### config.mk
export PLATFORM = sky130hd
export DESIGN_NAME = flex_counter_sync_flat
export DESIGN_NICKNAME = d
export VERILOG_FILES = /design/src/rtl/flex_counter_pkg.sv /design/src/rtl/flex_counter_sync_if.sv /design/src/rtl/flex_counter_next.sv /design/src/rtl/flex_counter_sync.sv /design/src/flat_wrapper.sv
export SDC_FILE = /design/constraint.sdc
export NUM_CORES = 1
export LEC_CHECK = 0
export CAP_MARGIN = 0
export CELL_PAD_IN_SITES_DETAIL_PLACEMENT = 0
export CELL_PAD_IN_SITES_GLOBAL_PLACEMENT = 1
export CORE_UTILIZATION = 31
export DETAILED_ROUTE_END_ITERATION = 8
export PLACE_DENSITY_LB_ADDON = 0.1
export REMOVE_ABC_BUFFERS = 1
export SLEW_MARGIN = 15
export SYNTH_ARGS = -nofsm -noshare
export SYNTH_HDL_FRONTEND = slang
export SYNTH_SLANG_ARGS = --single-unit
### constraint.sdc
create_clock -name clk -period 2.13 [get_ports clk]
set_clock_uncertainty 0.1 [all_clocks]
set_input_delay 0.639 -clock clk [delete_from_list [all_inputs] [get_ports clk]]
set_output_delay 0.639 -clock clk [all_outputs]
set_load 0.01 [all_outputs]
### src/rtl/flex_counter_pkg.sv
// Shared constants and per-edge action decode for the flexible rollover counter.

package flex_counter_pkg;

    localparam int unsigned DEF_NUM_CNT_BITS  = 4;
    localparam int unsigned DEF_ROLL_CNT_BITS = 8;

    typedef enum logic [1:0] {
        ACT_RESET,
        ACT_CLEAR,
        ACT_COUNT,
        ACT_HOLD
    } act_e;

    function automatic act_e decode_action(input logic rst, input logic clear,
                                           input logic count_enable);
        if (rst) begin
            return ACT_RESET;
        end else if (clear) begin
            return ACT_CLEAR;
        end else if (count_enable) begin
            return ACT_COUNT;
        end
        return ACT_HOLD;
    endfunction

endpackage

### src/rtl/flex_counter_sync_if.sv
// Control/status bundle of flex_counter_sync; roll_count exists only with
// FLEX_COUNTER_ROLL_CNT_EN defined.

interface flex_counter_sync_if
    import flex_counter_pkg::*;
#(
    parameter int unsigned NUM_CNT_BITS  = DEF_NUM_CNT_BITS,
    parameter int unsigned ROLL_CNT_BITS = DEF_ROLL_CNT_BITS
);

    logic                    clear;
    logic                    count_enable;
    logic [NUM_CNT_BITS-1:0] rollover_val;
    logic [NUM_CNT_BITS-1:0] count_out;
    logic                    rollover_flag;

`ifdef FLEX_COUNTER_ROLL_CNT_EN
    logic [ROLL_CNT_BITS-1:0] roll_count;

    modport master (
        output clear, count_enable, rollover_val,
        input  count_out, rollover_flag, roll_count
    );

    modport slave (
        input  clear, count_enable, rollover_val,
        output count_out, rollover_flag, roll_count
    );
`else
    modport master (
        output clear, count_enable, rollover_val,
        input  count_out, rollover_flag
    );

    modport slave (
        input  clear, count_enable, rollover_val,
        output count_out, rollover_flag
    );
`endif

    if (ROLL_CNT_BITS < 1) begin : g_bad_roll_bits
        $error("flex_counter_sync_if: ROLL_CNT_BITS must be at least 1");
    end

endinterface

### src/rtl/flex_counter_next.sv
// Combinational next-state logic: next count, next flag and the rollover event.

module flex_counter_next
    import flex_counter_pkg::*;
#(
    parameter int unsigned NUM_CNT_BITS = DEF_NUM_CNT_BITS
) (
    input  logic                    rst,
    input  logic                    clear,
    input  logic                    count_enable,
    input  logic [NUM_CNT_BITS-1:0] count,
    input  logic [NUM_CNT_BITS-1:0] rollover_val,
    output act_e                    action,
    output logic [NUM_CNT_BITS-1:0] next_count,
    output logic                    next_flag,
    output logic                    roll_event
);

    logic at_roll;

    assign at_roll = (count == rollover_val);

    always_comb begin
        action     = decode_action(rst, clear, count_enable);
        next_count = count;
        next_flag  = 1'b0;
        roll_event = 1'b0;

        unique case (action)
            ACT_RESET, ACT_CLEAR: begin
                next_count = '0;
            end
            ACT_COUNT: begin
                // Restart at 1 so a period spans exactly 1..rollover_val.
                if (at_roll) begin
                    next_count = NUM_CNT_BITS'(1);
                    roll_event = 1'b1;
                end else begin
                    next_count = count + NUM_CNT_BITS'(1);
                end
            end
            ACT_HOLD: begin
                next_count = count;
            end
            default: begin
                next_count = count;
            end
        endcase

        if (action == ACT_COUNT || action == ACT_HOLD) begin
            next_flag = (next_count == rollover_val);
        end
    end

endmodule

### src/rtl/flex_counter_sync.sv
// Up-counter with runtime rollover value and registered rollover flag.
// Optional roll_count output enabled by FLEX_COUNTER_ROLL_CNT_EN.

module flex_counter_sync
    import flex_counter_pkg::*;
#(
    parameter int unsigned NUM_CNT_BITS  = DEF_NUM_CNT_BITS,
    parameter int unsigned ROLL_CNT_BITS = DEF_ROLL_CNT_BITS
) (
    input logic               clk,
    input logic               rst,
    flex_counter_sync_if.slave bus
);

    logic [NUM_CNT_BITS-1:0] count_q, count_d;
    logic                    flag_q, flag_d;
    logic                    roll_event;
    act_e                    action;

    flex_counter_next #(
        .NUM_CNT_BITS (NUM_CNT_BITS)
    ) u_next (
        .rst          (rst),
        .clear        (bus.clear),
        .count_enable (bus.count_enable),
        .count        (count_q),
        .rollover_val (bus.rollover_val),
        .action       (action),
        .next_count   (count_d),
        .next_flag    (flag_d),
        .roll_event   (roll_event)
    );

    always_ff @(posedge clk) begin
        if (rst) begin
            count_q <= '0;
            flag_q  <= 1'b0;
        end else begin
            count_q <= count_d;
            flag_q  <= flag_d;
        end
    end

    assign bus.count_out     = count_q;
    assign bus.rollover_flag = flag_q;

`ifdef FLEX_COUNTER_ROLL_CNT_EN
    logic [ROLL_CNT_BITS-1:0] roll_count_q;

    always_ff @(posedge clk) begin
        if (rst || action == ACT_CLEAR) begin
            roll_count_q <= '0;
        end else if (roll_event) begin
            roll_count_q <= roll_count_q + ROLL_CNT_BITS'(1);
        end
    end

    assign bus.roll_count = roll_count_q;
`else
    logic unused_roll;
    assign unused_roll = roll_event ^ (action == ACT_CLEAR);
`endif

    if (NUM_CNT_BITS < 2 || NUM_CNT_BITS > 32) begin : g_bad_cnt_bits
        $error("flex_counter_sync: NUM_CNT_BITS must be in 2..32");
    end
    if (ROLL_CNT_BITS < 1) begin : g_bad_roll_bits
        $error("flex_counter_sync: ROLL_CNT_BITS must be at least 1");
    end

endmodule

### src/flat_wrapper.sv
// flat-port wrapper written by rule: the top's interface ports become plain ports
module flex_counter_sync_flat import flex_counter_pkg::*;
#(
    parameter int unsigned NUM_CNT_BITS  = DEF_NUM_CNT_BITS,
    parameter int unsigned ROLL_CNT_BITS = DEF_ROLL_CNT_BITS
)
  (clk, rst, bus_clear, bus_count_enable, bus_rollover_val, bus_count_out, bus_rollover_flag);
  flex_counter_sync_if #(.NUM_CNT_BITS(NUM_CNT_BITS), .ROLL_CNT_BITS(ROLL_CNT_BITS)) bus_i ();
  input logic clk;
  input logic rst;
  input wire logic [$bits(bus_i.clear)-1:0] bus_clear;
  input wire logic [$bits(bus_i.count_enable)-1:0] bus_count_enable;
  input wire logic [$bits(bus_i.rollover_val)-1:0] bus_rollover_val;
  output wire logic [$bits(bus_i.count_out)-1:0] bus_count_out;
  output wire logic [$bits(bus_i.rollover_flag)-1:0] bus_rollover_flag;
  assign bus_i.clear = bus_clear;
  assign bus_i.count_enable = bus_count_enable;
  assign bus_i.rollover_val = bus_rollover_val;
  assign bus_count_out = bus_i.count_out;
  assign bus_rollover_flag = bus_i.rollover_flag;
  flex_counter_sync #(.NUM_CNT_BITS(NUM_CNT_BITS), .ROLL_CNT_BITS(ROLL_CNT_BITS)) u_core (.clk(clk), .rst(rst), .bus(bus_i));
endmodule
# == After elaboration in Yosys (flattened, before gate mapping) ==
# Cells that the tools add are included.
# totals
in_bits,8
elab_cells,22
register_bits,5
out_inout_bits,5
# op_classes
n_reduce_logical,4
bitwise,1
mux,9
add_sub_neg,1
n_eq_ne,5
# op_table
op,count
$pmux 4 s3,1
$eq 4x4->1,2
$mux 2,4
$add 4x1->4 const B,1
$eq 2x2->1 const B,2
$mux 4,1
$reduce_or 2->1,2
$mux 1,3
$eq 2x1->1 const B,1
$logic_not 2->1,1
$logic_or 1x1->1,1
$not 1->1,1

# == Longest topological paths before layout ==
# Gate-level depths: netlist (run 1).
# logic_depth
word_depth,8
ltp_mapped,6
mapped_depth_nobuf,6

# == Modules after synthesis ==
# Synthesis (run 1) repeated with hierarchy kept, for this count alone.
# unflattened
hier_cells,57
area_unflattened_um2,456.7
# modules_own_cells
mod,seq_area_each_um2,area_per_inst_um2,cells_each,instances
flex_counter_next,0.0,325.3,47,1
flex_counter_sync,100.1,131.4,10,1

# == Worst setup path before layout (run 1) ==
# OpenSTA, ideal clock, no wires.
# synth_timing
kind,input to register
start,in bus_count_enable
end,reg u_core.flag_q (netlist: u_core.bus.rollover_flag)
slack_ns,0.468
setup_ns,0.061
t_required_ns,1.969
t_arrival_ns,1.500
stages,5
path_cell_list,buf_4 nand2_2 xor2_1 a2111oi_0 and4b_1
# synth_via
elab_chain_cells,8
# synth_lines
element,line_no,rtl
start: declaration,flat_wrapper.sv:12,input wire logic [$bits(bus_i.count_enable)-1:0] bus_count_enable;
$mux 1 (*),flex_counter_pkg.sv:21,end else if (count_enable) begin
$mux 1 (*),flex_counter_pkg.sv:19,end else if (clear) begin
$mux 1 (*),flex_counter_pkg.sv:17,if (rst) begin
$mux 2 (*),flex_counter_pkg.sv:24,return ACT_HOLD;
"$eq 2x1->1, or another cell as far along",n/a,
$reduce_or 2->1 / $logic_or 1x1->1 (equally long branches),"flex_counter_next.sv:29, flex_counter_next.sv:50",
$pmux 4 s3 / $not 1->1 (equally long branches),n/a,
$eq 4x4->1 / $reduce_or 2->1 (equally long branches),n/a,
end signal: assignment,flex_counter_sync.sv:40,flag_q <= flag_d;
end: declaration,flex_counter_sync.sv:16,"logic flag_q, flag_d;"
# Every way passes the cells marked *; elsewhere a longest branch is shown, timed or not.
# A chain may end at the register's enable or synchronous reset.

# == Final worst setup path (run 1) ==
# layout_timing
start,in bus_rollover_val[1]
end,reg u_core.flag_q (netlist: u_core.bus.rollover_flag)
# layout_via
elab_chain_cells,4
# layout_lines
element,line_no,rtl
start: declaration,flat_wrapper.sv:13,input wire logic [$bits(bus_i.rollover_val)-1:0] bus_rollover_val;
$eq 4x4->1,flex_counter_next.sv:21,assign at_roll = (count == rollover_val);
$mux 4,flex_counter_next.sv:35,if (at_roll) begin
$pmux 4 s3,flex_counter_next.sv:29,unique case (action)
$eq 4x4->1 (*),flex_counter_next.sv:51,next_flag = (next_count == rollover_val);
# Marks and branches as above.

==> results of run 1 <==
## cell type report
class / instances / area (µm²)
Fill cell: 137 / 636.9
Multi-Input combinational cell: 42 / 300.3
Timing Repair Buffer: 22 / 195.2
Sequential cell: 5 / 100.1
Clock buffer: 4 / 26.28
Tap cell: 15 / 18.77
Inverter: 2 / 7.507
## state kept, by name, indices dropped and copies added, names as in the netlist
register	count
u_core.bus.count_out	4
u_core.bus.rollover_flag	1
## per-layer routing
layer | GRT usage, % | vias to the layer above | routed length [µm]
li1 | - | 234 | -
met1 | 20.14 | 204 | 509
met2 | 26.25 | 10 | 526
met3 | 6.936 | 0 | 30
met4 | 0 | 0 | 0
met5 | 0 | - | 0
## metrics by stage
step / TNS [ns] / hold WS [ns] / worst slack, ns / std cells
global route: -0.02075 / 0.4838 / -0.02075 / 90
detailed placement: -0.2472 / 0.4331 / -0.1806 / 86
CTS: 0 / 0.4392 / 0.04880 / 90
global placement: -0.1263 / 0.4365 / -0.1263 / 86
finish: 0 / 0.4543 / 0.1042 / 90
floorplan: 0 / 0.4253 / 0.4225 / 49
## power by group through the flow
stage,Clock (mW),Sequential [mW],Combinational (mW)
after global routing,0.122,0.0970,0.0734
final,0.105,0.0969,0.0668
after detailed placement,0,0.0984,0.0633
after floorplan,0,0.101,0.0247
after CTS,0.111,0.0968,0.0638
after global placement,0,0.0985,0.0636
## critical path, cell delays in order
cell and delay, ns:
clkdlybuf4s50_1 0.49, xnor2_2 0.23, nand4_2 0.19, o21ai_1 0.18, a32oi_1 0.13, and4b_1 0.20
## how the worst max path moves through the flow
stage / from / end / cells after the start
after floorplan: u_core.bus.count_out[0]$_SDFF_PP0_ / u_core.bus.rollover_flag$_SDFF_PP0_ / 5
after global placement: bus_count_enable / u_core.bus.rollover_flag$_SDFF_PP0_ / 5
after detailed placement: bus_count_enable / u_core.bus.rollover_flag$_SDFF_PP0_ / 5
after CTS: bus_count_enable / u_core.bus.rollover_flag$_SDFF_PP0_ / 5
after global routing: bus_rollover_val[1] / u_core.bus.rollover_flag$_SDFF_PP0_ / 6
final: bus_rollover_val[1] / u_core.bus.rollover_flag$_SDFF_PP0_ / 6
## placed cells by master, fill, tap and decap left out, types with 2 or more instances in the layout
master	Yosys	final
nand3_1	2	2
a21oi_1	4	4
xnor2_2	1	2
clkdlybuf4s50_1	0	12
buf_4	1	10
nor3b_1	2	2
o21ai_0	4	4
dfxtp_1	5	5
nand3b_1	2	2
xnor2_1	4	3
nor3_1	3	3
clkbuf_4	0	3
nor2_1	3	3
nand2_1	2	2
## logic make-up after synthesis
group                    share of synthesized area [%]
XOR/XNOR                                         14.04
AO/OA/AOI/OAI                                    19.59
flip-flops                                       23.39
AND/OR/NAND/NOR                                  30.41
buffers and inverters                            9.647
adder cells (fa/ha/maj)                          2.924
==> metrics.md, run 1 <==
| Metric | Value |
|---|---|
| DR DRC count | `0` |
| Static Leak | `0.2434 nW` |
| Fmax | `493.6 MHz` |
| Slew Viols, Final | `0` |
| CP startpoint kind | `input port` |
| Maximum number of pins on one net before global-route repair | `8` |
| CTS resizes | `0` |
| Top FF cell, synth | `dfxtp_1` |
| Worst EP required | `2.15 ns` |
| Synth cell count leaders | `5 x dfxtp_1, 4 x a21oi_1, 4 x o21ai_0, 4 x xnor2_1` |
| Top-count cell post-synth | `dfxtp_1` |
| Initial DRC Count | `5` |
| Row count | `13` |
| Global-route wire length before repair | `1656 µm` |
| Power Total | `0.2686 mW` |
| Clk pin slew, worst setup/hold paths | `0.04 ns` |
| Hold Crit Start | `u_core.bus.count_out[1]$_SDFF_PP0_` |
| Hold Buf Count CTS | `0` |
| Top post-synthesis cells by area | `dfxtp_1 23%, xnor2_1 8.2%, buf_6 5.3%, a21oi_1 4.7%, o21ai_0 4.7%` |
| Final Instance Area | `648.1 µm²` |
| Post-route ant nets | `0` |
| Root Buffer | `clkbuf_4` |
| Clk network pwr share | `39.0%` |
| Status | `finished clean` |
| Ys Warns | `0` |
| Ys async rst share | `0%` |
| Layout cells sized above 1 | `26.67%` |
| Top Ports | `13` |
| CTS tree | `yes` |
| Synth top area share | `23.39%` |
| Antenna Cells | `0` |
| FF+latch count, synth | `5` |
| Hold Vio Cnt, Final | `0` |
| Die Area | `1533 µm²` |
| Synth area leader | `dfxtp_1` |
| Tcrit/Tclk final | `95.11%` |
| Maxcap violations | `0` |
| Routed vias/inst | `4.978` |
| Die height | `39.16 µm` |
| Slew HR | `78.49%` |
| Gr usage total | `15.91%` |
| Worst hold path class | `flop to flop` |
| Global placer's final weighted congestion | `0.7395` |
| Sequential cell area fraction in the yosys report | `23.39%` |
| Psw | `0.06469 mW` |
| Crit path time final | `2.026 ns` |
| Register-to-Register Path Depth | `5` |
| Core ar. | `1285 µm²` |
| Peak supply drop | `0.0003395 V` |
| Clock sink total | `5` |
| Vias | `448` |
| DR pass1 iterations | `2` |
| Post-CTS Setup Inserts | `0` |
| Power per cell area | `414.4 nW/µm²` |
| Post-synthesis instance area | `427.9 µm²` |
| Arr. time, crit path | `2.05 ns` |
| CTS Buf Count | `3` |
| Post-Synthesis Cells | `53` |
| Worst Tran Pin Value | `0.3220 ns` |
| Cell internal pwr | `0.2039 mW` |
| Reg-to-Reg Start | `u_core.bus.count_out[1]$_SDFF_PP0_` |
| Grt total ovfl | `0` |
| Worst min-delay path endpoint | `u_core.bus.count_out[1]$_SDFF_PP0_` |
| HPWL Detailed | `796.3 µm` |
| Unique masters post-synth | `31` |
| Initial Util | `33.30%` |
| Post-layout util | `50.44%` |
| R2r endpoint | `u_core.bus.rollover_flag$_SDFF_PP0_` |
| Crit path max fanout | `5` |
| Nets | `85` |
| Setup-failing EPs final | `0` |
| Initial antenna violation count | `0` |
| Reg-to-reg slack, setup | `0.36 ns` |
| Sw Ratio | `24.09%` |
| Area grow syn2layout | `51.46%` |
| H-tree levels | `1` |
| Clk buf depth | `2` |
| Avg Cell Area, Syn | `8.074 µm²` |
| Critical path type | `input port to flop` |
| Flop pwr share | `36.1%` |
| Die Wd | `39.16 µm` |
| Avg WL per Cell | `11.86 µm` |
| CP endpoint kind | `flop` |
| Worst-Skew Late Latency | `0.23 ns` |
| Combinational fraction of design power | `24.9%` |
| WL final | `1067 µm` |
| Hold depth | `2` |
| Number of synthesized flops with an enable pin | `0` |
| IO buf count | `12` |
| Post-DP Area | `608.1 µm²` |
| Via count of the first global-routing pass | `405` |
Power figures use the tool's default switching activity.
==> run 2, diff against run 1 <==
--- a/config.mk
+++ b/config.mk
@@ -9,6 +9,7 @@
 export CELL_PAD_IN_SITES_DETAIL_PLACEMENT = 0
 export CELL_PAD_IN_SITES_GLOBAL_PLACEMENT = 1
 export CORE_UTILIZATION = 31
+export CTS_CLUSTER_DIAMETER = 150
 export DETAILED_ROUTE_END_ITERATION = 8
 export PLACE_DENSITY_LB_ADDON = 0.1
 export REMOVE_ABC_BUFFERS = 1
==> results of run 2 <==
Same layout as run 1: the final DEF is identical, and so are final timing and power.
==> run 3, diff against run 2 <==
--- a/config.mk
+++ b/config.mk
@@ -8,6 +8,7 @@
 export CAP_MARGIN = 0
 export CELL_PAD_IN_SITES_DETAIL_PLACEMENT = 0
 export CELL_PAD_IN_SITES_GLOBAL_PLACEMENT = 1
+export CORE_MARGIN = 2
 export CORE_UTILIZATION = 31
 export CTS_CLUSTER_DIAMETER = 150
 export DETAILED_ROUTE_END_ITERATION = 8
==> run 3 against run 2 <==
Against the previous run:
- register-to-register slack gained 0.06 ns
- sequential cell count unchanged
- die area is 10% higher
- design area increased by 2.3%
- combinational power rose by 2%
- highest routed layer unchanged
- worst setup slack better by 0.018 ns
==> metrics.md, run 3 (same netlist as run 1, synthesis figures left out) <==
| Metric | Value |
|---|---|
| CP endpoint kind | `flop` |
| Core ar. | `1301 µm² (+1.3%)` |
| CTS Buf Count | `3 (unchanged)` |
| Fill cells | `131 (-4.4%)` |
| Flop pwr share | `35.7% (-0.4 points)` |
| Worst-Skew Late Latency | `0.24 ns (about the same)` |
| Peak supply drop | `0.0003535 V (+4.1%)` |
| Maximum number of pins on one net before global-route repair | `8 (unchanged)` |
| Die height | `41.16 µm (+5.1%)` |
| WL final | `1054 µm (-1.2%)` |
| DR DRC count | `0 (unchanged)` |
| Global-route wire length before repair | `1704 µm (+2.9%)` |
| Initial Util | `32.88% (-0.42 points)` |
| Final Instance Area | `663.1 µm² (+2.3%)` |
| Nets | `88 (+3.5%)` |
| CTS tree | `yes` |
| Fin Setup TNS | `0 ns (unchanged)` |
| Post-DP Area | `630.6 µm² (+3.7%)` |
| Antenna Cells | `0 (unchanged)` |
| Clk pin slew, worst setup/hold paths | `0.05 ns (about the same)` |
| Commonest non-fill, non-tap cell in the layout | `buf_4` |
| Via count of the first global-routing pass | `422 (+4.2%)` |
| Leading cell types in the layout, fill and taps excluded | `13 x buf_4, 12 x clkdlybuf4s50_1, 5 x dfxtp_1` |
| Worst EP required | `2.15 ns (about the same)` |
| Grt total ovfl | `0 (unchanged)` |
| Root Buffer | `clkbuf_4` |
| Hold Buf Count CTS | `0 (unchanged)` |
| Worst Tran Pin Value | `0.2971 ns (-0.02495 ns)` |
| Top Ports | `13 (unchanged)` |
| Initial antenna violation count | `0 (unchanged)` |
| Die Area | `1694 µm² (+10%)` |
| Fmax | `498.0 MHz (+0.88%)` |
| Slew HR | `80.16% (+1.7 points)` |
| Max reg flops | `4 (unchanged)` |
| Initial DRC Count | `6 (+1)` |
| Clk buf depth | `2 (unchanged)` |
| Row count | `13 (unchanged)` |
| Hold Vio Cnt, Final | `0 (unchanged)` |
| IO buf count | `12 (unchanged)` |
| Routed vias/inst | `4.968 (-0.20%)` |
| Avg WL per Cell | `11.33 µm (-4.4%)` |
| Sw Ratio | `24.75% (+0.66 points)` |
| Crit path time final | `2.008 ns (-0.01775 ns)` |
| Tcrit/Tclk final | `94.28% (-0.83 points)` |
| Gr usage total | `15.57% (-0.34 points)` |
| Setup-failing EPs final | `0 (unchanged)` |
| Power per cell area | `413.3 nW/µm² (-0.25%)` |
| Area grow syn2layout | `54.97%` |
| Combinational fraction of design power | `24.9% (about the same)` |
| Status | `finished clean` |
| Layout cells sized above 1 | `28.21% (+1.5 points)` |
| Vias | `462 (+3.1%)` |
| Die Wd | `41.16 µm (+5.1%)` |
| Cell internal pwr | `0.2063 mW (+1.2%)` |
| Psw | `0.06784 mW (+4.9%)` |
| Critical path type | `input port to flop` |
| Clk network pwr share | `39.4% (+0.4 points)` |
| Worst hold path class | `flop to flop` |
| Global placer's final weighted congestion | `0.8761 (+18%)` |
| RSZ-0062 raised after global routing | `false` |
| Slew Viols, Final | `0 (unchanged)` |
| DR pass1 iterations | `2 (unchanged)` |
| CP startpoint kind | `input port` |
| Clock sink total | `5 (unchanged)` |
| Static Leak | `0.2523 nW (+3.6%)` |
| Crit path max fanout | `4 (-1)` |
| Arr. time, crit path | `2.03 ns (-0.02 ns)` |
| HPWL Detailed | `865.4 µm (+8.7%)` |
| Post-route ant nets | `0 (unchanged)` |
| Maxcap violations | `0 (unchanged)` |
| H-tree levels | `1 (unchanged)` |
-- run 3: area by class of cell --
cell class              instances  area, µm²  share of cell area, %
flip-flops and latches          5      100.1                  15.09
repair buffers                 25      217.7                  32.83
multi-input cells              42      292.8                  44.15
well taps                      15      18.77                  2.830
clock buffers                   4      26.28                  3.962
inverters                       2      7.507                  1.132
-- run 3: worst paths after layout --
kind / from / end / slack [ns] / depth (start not counted)
worst max-delay path: bus_rollover_val[2] / u_core.bus.rollover_flag$_SDFF_PP0_ / 0.12 / 7
worst min-delay path: u_core.bus.count_out[1]$_SDFF_PP0_ / u_core.bus.count_out[1]$_SDFF_PP0_ / 0.44 / 2
worst min register to register: u_core.bus.count_out[1]$_SDFF_PP0_ / u_core.bus.count_out[1]$_SDFF_PP0_ / 0.44 / 2
worst max register to register: u_core.bus.count_out[0]$_SDFF_PP0_ / u_core.bus.rollover_flag$_SDFF_PP0_ / 0.42 / 5
-- run 3: repair_timing --
item | CTS | global route
resized for setup | 0 | 2
buffers inserted | 0 | 0
setup endpoints to repair | 0 | 1
hold endpoints to repair | 0 | 0
-- run 3: worst max-delay path, cell delays in order --
cell,delay [ns]
clkdlybuf4s50_1,0.48
buf_4,0.17
nor3b_1,0.21
a21oi_1,0.08
o21ai_0,0.17
a32oi_1,0.07
and4b_1,0.19
-- run 3: power by group through the flow --
stage | Sequential, mW | Clock, mW | Combinational, mW
2_1_floorplan | 0.101 | 0 | 0.0247
4_1_cts | 0.0977 | 0.113 | 0.0671
3_3_place_gp | 0.0998 | 0 | 0.0670
5_1_grt | 0.0977 | 0.124 | 0.0740
3_5_place_dp | 0.0993 | 0 | 0.0666
6_report | 0.0978 | 0.108 | 0.0681
-- run 3: through the flow --
stage / setup WS, ns / instances / total power, mW / util, % / hold WS [ns]
global placement: -0.2660 / 89 / 0.1667 / 48.46 / 0.4360
CTS: 0.03867 / 93 / 0.2776 / 50.48 / 0.4406
floorplan: 0.4225 / 49 / 0.1254 / - / 0.4253
finish: 0.1219 / 93 / 0.2741 / 50.96 / 0.4378
global route: 0.04735 / 93 / 0.2956 / 50.96 / 0.4522
detailed placement: -0.2055 / 89 / 0.1659 / 48.46 / 0.4343
-- run 3: routing by layer --
layer  vias up  global-route usage (%)  routed length (µm)
met2        11                   26.56                 509
met1       209                   18.97                 496
li1        242                       -                   -
met4         0                       0                   0
met3         0                   7.065                  47
met5         -                       0                   0
